`src/rtl/filter_pkg.sv`:
```
// Constants and types shared by the delay-and-sum datapath, the controller, the indexing stage
// and the communication block.
package filter_pkg;

  localparam int unsigned NUM_CH    = 8;
  localparam int unsigned NUM_SAMP  = 768;
  localparam int unsigned DATA_W    = 32;
  localparam int unsigned SUM_W     = 40;
  localparam int unsigned RD_ADDR_W = 13;
  localparam int unsigned WR_ADDR_W = 10;
  localparam int unsigned RD_LAT    = 2;

  typedef enum logic [1:0] {
    StIdle,
    StIssue,
    StDrain,
    StDone
  } dss_state_t;

endpackage

```
`src/rtl/rd_valid_pipe.sv`:
```
// Delays the read-issue strobe and its last-channel tag so that they line up with the data
// coming back from output_ram.
module rd_valid_pipe #(
  parameter int unsigned Depth = 2
) (
  input  logic clk_i,
  input  logic reset_i,
  input  logic valid_i,
  input  logic last_i,
  output logic valid_o,
  output logic last_o
);

  logic [Depth-1:0] valid_q;
  logic [Depth-1:0] last_q;

  always_ff @(posedge clk_i) begin
    if (reset_i) begin
      valid_q <= '0;
      last_q  <= '0;
    end else begin
      valid_q[0] <= valid_i;
      last_q[0]  <= last_i;
      for (int i = 1; i < Depth; i++) begin
        valid_q[i] <= valid_q[i-1];
        last_q[i]  <= last_q[i-1];
      end
    end
  end

  assign valid_o = valid_q[Depth-1];
  assign last_o  = last_q[Depth-1];

endmodule

```
`src/rtl/delay_sum_sequencer.sv`:
```
// Streams NumCh aligned samples per output index out of output_ram, accumulates them one read per
// cycle and writes one sum per index to sum_ram.
module delay_sum_sequencer
  import filter_pkg::*;
#(
  parameter int unsigned NumCh   = NUM_CH,
  parameter int unsigned NumSamp = NUM_SAMP,
  parameter int unsigned DataW   = DATA_W,
  parameter int unsigned SumW    = SUM_W,
  parameter int unsigned RdAddrW = RD_ADDR_W,
  parameter int unsigned WrAddrW = WR_ADDR_W,
  parameter int unsigned RdLat   = RD_LAT
) (
  input  logic               clk_i,
  input  logic               reset_i,
  input  logic               start_i,
  output logic               busy_o,
  output logic               done_o,
  output logic               rd_en_o,
  output logic [RdAddrW-1:0] rd_addr_o,
  input  logic [DataW-1:0]   rd_data_i,
  output logic               wr_en_o,
  output logic [WrAddrW-1:0] wr_addr_o,
  output logic [SumW-1:0]    wr_data_o
);

  localparam int unsigned ChW = (NumCh > 1) ? $clog2(NumCh) : 1;
  localparam logic [ChW-1:0]     ChLast = ChW'(NumCh - 1);
  localparam logic [WrAddrW-1:0] TLast  = WrAddrW'(NumSamp - 1);
  localparam logic [RdAddrW-1:0] Step   = RdAddrW'(NumSamp);

  dss_state_t state_q, state_d;
  logic [ChW-1:0]     ch_q, ch_d;
  logic [WrAddrW-1:0] t_q, t_d;
  logic [RdAddrW-1:0] base_q, base_d;
  logic [RdAddrW-1:0] rd_addr_q, rd_addr_d;
  logic               rd_en_q, rd_en_d;
  logic               busy_q, busy_d;
  logic               done_q, done_d;
  logic [SumW-1:0]    acc_q, acc_d;
  logic               first_q, first_d;
  logic               wr_pend_q, wr_pend_d;
  logic               wr_en_q, wr_en_d;
  logic [WrAddrW-1:0] wr_addr_q, wr_addr_d;
  logic [SumW-1:0]    wr_data_q, wr_data_d;
  logic [WrAddrW-1:0] t_out_q, t_out_d;

  logic            accept;
  logic            pipe_valid;
  logic            pipe_last;
  logic [SumW-1:0] sample;

  assign accept = (state_q == StIdle) && start_i;
  assign sample = {{(SumW - DataW){rd_data_i[DataW-1]}}, rd_data_i};

  rd_valid_pipe #(
    .Depth (RdLat)
  ) u_rd_valid_pipe (
    .clk_i   (clk_i),
    .reset_i (reset_i),
    .valid_i (rd_en_q),
    .last_i  (ch_q == ChLast),
    .valid_o (pipe_valid),
    .last_o  (pipe_last)
  );

  // Issue side: the address is a running base plus t, so no multiplier is needed.
  always_comb begin
    state_d   = state_q;
    ch_d      = ch_q;
    t_d       = t_q;
    base_d    = base_q;
    rd_en_d   = 1'b0;
    rd_addr_d = rd_addr_q;
    busy_d    = busy_q;
    done_d    = 1'b0;
    unique case (state_q)
      StIdle: begin
        if (start_i) begin
          state_d   = StIssue;
          busy_d    = 1'b1;
          rd_en_d   = 1'b1;
          ch_d      = '0;
          t_d       = '0;
          base_d    = '0;
          rd_addr_d = '0;
        end
      end
      StIssue: begin
        if (ch_q == ChLast && t_q == TLast) begin
          state_d = StDrain;
        end else begin
          rd_en_d = 1'b1;
          if (ch_q == ChLast) begin
            ch_d   = '0;
            t_d    = t_q + 1'b1;
            base_d = '0;
          end else begin
            ch_d   = ch_q + 1'b1;
            base_d = base_q + Step;
          end
          rd_addr_d = base_d + RdAddrW'(t_d);
        end
      end
      StDrain: begin
        if (wr_en_q && wr_addr_q == TLast && !pipe_valid) begin
          state_d = StDone;
          done_d  = 1'b1;
          busy_d  = 1'b0;
        end
      end
      StDone: begin
        state_d = StIdle;
      end
      default: begin
        state_d = StIdle;
      end
    endcase
  end

  // Return side: one stage to close the sum, one stage to register the sum_ram write.
  always_comb begin
    acc_d     = acc_q;
    first_d   = first_q;
    wr_pend_d = pipe_valid & pipe_last;
    wr_en_d   = wr_pend_q;
    wr_addr_d = wr_addr_q;
    wr_data_d = wr_data_q;
    t_out_d   = accept ? '0 : t_out_q;
    if (pipe_valid) begin
      acc_d   = first_q ? sample : acc_q + sample;
      first_d = pipe_last;
    end
    if (wr_pend_q) begin
      wr_addr_d = t_out_q;
      wr_data_d = acc_q;
      t_out_d   = t_out_q + 1'b1;
    end
  end

  always_ff @(posedge clk_i) begin
    if (reset_i) begin
      state_q   <= StIdle;
      ch_q      <= '0;
      t_q       <= '0;
      base_q    <= '0;
      rd_addr_q <= '0;
      rd_en_q   <= 1'b0;
      busy_q    <= 1'b0;
      done_q    <= 1'b0;
      acc_q     <= '0;
      first_q   <= 1'b1;
      wr_pend_q <= 1'b0;
      wr_en_q   <= 1'b0;
      wr_addr_q <= '0;
      wr_data_q <= '0;
      t_out_q   <= '0;
    end else begin
      state_q   <= state_d;
      ch_q      <= ch_d;
      t_q       <= t_d;
      base_q    <= base_d;
      rd_addr_q <= rd_addr_d;
      rd_en_q   <= rd_en_d;
      busy_q    <= busy_d;
      done_q    <= done_d;
      acc_q     <= acc_d;
      first_q   <= first_d;
      wr_pend_q <= wr_pend_d;
      wr_en_q   <= wr_en_d;
      wr_addr_q <= wr_addr_d;
      wr_data_q <= wr_data_d;
      t_out_q   <= t_out_d;
    end
  end

  assign busy_o    = busy_q;
  assign done_o    = done_q;
  assign rd_en_o   = rd_en_q;
  assign rd_addr_o = rd_addr_q;
  assign wr_en_o   = wr_en_q;
  assign wr_addr_o = wr_addr_q;
  assign wr_data_o = wr_data_q;

endmodule

```
`config.mk`:
```
export PLATFORM = sky130hd
export DESIGN_NAME = delay_sum_sequencer
export DESIGN_NICKNAME = d
export VERILOG_FILES = /design/src/rtl/filter_pkg.sv /design/src/rtl/rd_valid_pipe.sv /design/src/rtl/delay_sum_sequencer.sv
export SDC_FILE = /design/constraint.sdc
export NUM_CORES = 1
export LEC_CHECK = 0
export CORE_ASPECT_RATIO = 1.1
export CORE_MARGIN = 2
export CORE_UTILIZATION = 35
export DETAILED_ROUTE_END_ITERATION = 8
export DONT_BUFFER_PORTS = 1
export GPL_TIMING_DRIVEN = 0
export SETUP_SLACK_MARGIN = 0.02
export SYNTH_ARGS = -nofsm -noshare
export SYNTH_HDL_FRONTEND = slang
export SYNTH_SLANG_ARGS = --single-unit
export TNS_END_PERCENT = 100
```
`constraint.sdc`:
```
create_clock -name clk_i -period 4.7 [get_ports clk_i]
set_input_delay 0.47 -clock clk_i [delete_from_list [all_inputs] [get_ports clk_i]]
set_output_delay 0.47 -clock clk_i [all_outputs]
set_load 0.05 [all_outputs]
```
==> flow_metrics.tcl <==
set metrics [dict create \
    avgViaCountPerCell 5.33 \
    num_io_pins 102 \
    fin_crit_sh 0.881 \
    max-slew-margin-rel 0.441 \
    fin_skew_ns 0.0131 \
    cts_made_buffers 17 \
    pwr-share-clk 0.371 \
    cp.arrival_ns 4.43 \
    grt_usage 0.181 \
    p_sw_mw 1.24 \
    worstMarginPinSlew_ns 0.839 \
    report.final.slew_viol_count 0 \
    antenna_found_initial 0 \
    cts_setup_buffers 0 \
    syn_area_per_cell_um2 8.42 \
    status "completed" \
    syn_area_um2 8550 \
    die_x_um 153 \
    wl_per_cell_um 17.2 \
    grt_pass1_vias 6983 \
    clk_path_buf_depth 2 \
    ys_async_sr_fraction 0 \
    synth_seq_area_share 0.353 \
    synth_largest_area_cell "dfxtp_1" \
    cts_tree "done" \
    vias 7242 \
    ys_types 68 \
    post-synth-top-count-cell "dfxtp_1" \
    diodes 0 \
    grt_pass1_wl_um 37100 \
    nNetsFinal 1129 \
    portBuffers 0 \
    grt_setup_unrepaired "false" \
    ctsHoldBuffers 0 \
    internal_power_mw 2.50 \
    routabilityCongestion 0.913 \
    wl_um 23400 \
    fin_tns_setup_ns 0 \
    maxCapViolCount 0 \
    drc 0 \
    syn_to_final_growth_pct 11.5 \
    worstSetupStartpointType "flip-flop" \
    ys_top_cells_by_count "dfxtp_1 (151), nor2_1 (127), nand2_1 (92)" \
    period_needed_ns 4.14 \
    htreeDepth 4 \
    synthTopCellsByArea "dfxtp_1 (35%), ha_1 (8.3%), mux2i_1 (6.4%), nor2_1 (5.6%), a21oi_1 (5.1%)" \
    dp_hpwl_um 17500 \
    first_pass_iters 5 \
    critPathKind "reg2reg" \
    initial_core_util 0.353 \
    cp-end-kind "flip-flop" \
    synth_cells 1016 \
    clockRootBuffer "clkbuf_16" \
    cts_resized 0 \
    ant_nets 0 \
    hold_viol 0 \
    synth_top_area_frac 0.353 \
    drive_above_1_share 0.0592 \
    dr.first_iter.drc_count 479 \
    clock.fmax_mhz 242 \
    synth_enable_flop_cells 0 \
    leakage_nw 3.77 \
    synthesis.nets 1110 \
    core_area_um2 24200 \
    whs_ns 0.208 \
    die-area_um2 25700 \
    worstPathRequired_ns 4.99 \
    p_seq_frac 0.389 \
    fp.dieH_um 168 \
    ys_seq_elements 151 \
    row_count 60 \
    ir_worst_vdd_mv 0.240 \
    synth_warnings 0 \
    path_max_fanout 10 \
    insertion_delay_ns 0.43 \
    n_fill_cell 2476 \
    comb_power_share 0.239 \
    grt_max_degree 17 \
    post-route-util 0.393 \
    cts.sinks 151 \
    p_sw_frac 0.332 \
    clk_pin_slew_ns 0.06 \
    hp-class "in2reg" \
    synthFlopType "dfxtp_1" \
    finalSetupViolCount 0 \
    power.density_nw_per_um2 392 \
    gr-total-overflow 0 \
]
-- metal layers --
metal	part of all wire	global-route usage	wire length (um)	vias to the layer above
met1	0.44	0.222	10200	3364
li1	-	-	-	3665
met3	0.068	0.0494	1580	33
met4	0.021	0.0604	497	0
met5	0	0	0	-
met2	0.47	0.308	11100	180
-- stage by stage --
| stage | setup slack [ns] | area [um^2] | power [mW] | instances |
|---|---|---|---|---|
| CTS | 0.522 | 9540 | 3.77 | 1358 |
| finish | 0.560 | 9540 | 3.74 | 1358 |
| global route | 0.0623 | 9540 | 3.93 | 1358 |
| detailed placement | 0.555 | 8940 | 2.37 | 1326 |
| global placement | 0.513 | 8940 | 2.36 | 1326 |
| floorplan | 1.27 | 8550 | 2.15 | 1016 |
-- sequential cells by signal, indices dropped and copies added (netlist names), 2 cells and up --
name and flops:
u_rd_valid_pipe.valid_q 2, u_rd_valid_pipe.last_q 2, wr_addr_o 10, wr_data_o 40
acc_q 40, state_q 2, rd_addr_o 13, base_q 13
ch_q 3, t_q 10, t_out_q 10
-- final timing paths --
kind | start | to | slack, ns | cells after the start
max reg2reg | ch_q[0] | rd_addr_o[12] | 0.56 | 17
min | rd_data_i[13] | acc_q[13] | 0.21 | 2
max | ch_q[0] | rd_addr_o[12] | 0.56 | 17
min reg2reg | u_rd_valid_pipe.valid_q[0] | u_rd_valid_pipe.valid_q[1] | 0.44 | 1
-- worst max-delay path: stages, from the launching register on --
cell,delay [ns]
dfxtp_1,0.34
ha_1,0.16
ha_1,0.26
buf_1,0.42
buf_1,0.47
xor2_1,0.19
ha_1,0.20
inv_1,0.06
fa_1,0.40
nor2b_1,0.11
o21ai_0,0.11
a21boi_1,0.21
o21ai_0,0.13
a21oi_1,0.25
a311oi_1,0.18
nor4_1,0.26
xnor2_1,0.18
o31ai_1,0.08
-- layout make-up --
cell class | count | area [um^2] | share of cell area
plain buffers | 56 | 260 | 0.0273
clock buffers | 21 | 470 | 0.0493
clock inverters | 11 | 123 | 0.0129
inverters | 27 | 101 | 0.0106
multi-input cells | 782 | 5170 | 0.542
flip-flops and latches | 151 | 3020 | 0.317
well taps | 310 | 388 | 0.0407
-- placed cells by master, fill, tap and decap left out, types with 19 or more instances in the layout --
| master | count |
|---|---|
| a21oi_1 | 88 |
| nor2_1 | 127 |
| mux2i_1 | 55 |
| and3_1 | 19 |
| nand2_1 | 92 |
| ha_1 | 57 |
| xnor2_1 | 36 |
| o21ai_0 | 36 |
| inv_1 | 27 |
| dfxtp_1 | 151 |
| nand3_1 | 34 |
| a21o_1 | 23 |
| clkbuf_1 | 35 |
| o211ai_1 | 24 |
| xor2_1 | 20 |
-- power by group through the flow --
stage	Sequential (mW)	Clock [mW]	Combinational [mW]
2_1_floorplan	1.46	0	0.683
3_3_place_gp	1.48	0	0.878
3_5_place_dp	1.49	0	0.883
4_1_cts	1.46	1.42	0.891
5_1_grt	1.47	1.46	0.998
6_report	1.46	1.39	0.895
-- logic make-up (layout without fill, tap and decap cells) --
logic type | after synthesis | in the layout | share of synthesized area
adder cells (fa/ha/maj) | 59 | 59 | 0.0881
AND/OR/NAND/NOR | 355 | 355 | 0.195
flip-flops | 151 | 151 | 0.353
XOR/XNOR | 56 | 56 | 0.0573
buffers and inverters | 83 | 115 | 0.0423
AO/OA/AOI/OAI | 256 | 256 | 0.199
multiplexers | 56 | 56 | 0.0657
No activity file was read; power rests on OpenSTA's default activity.
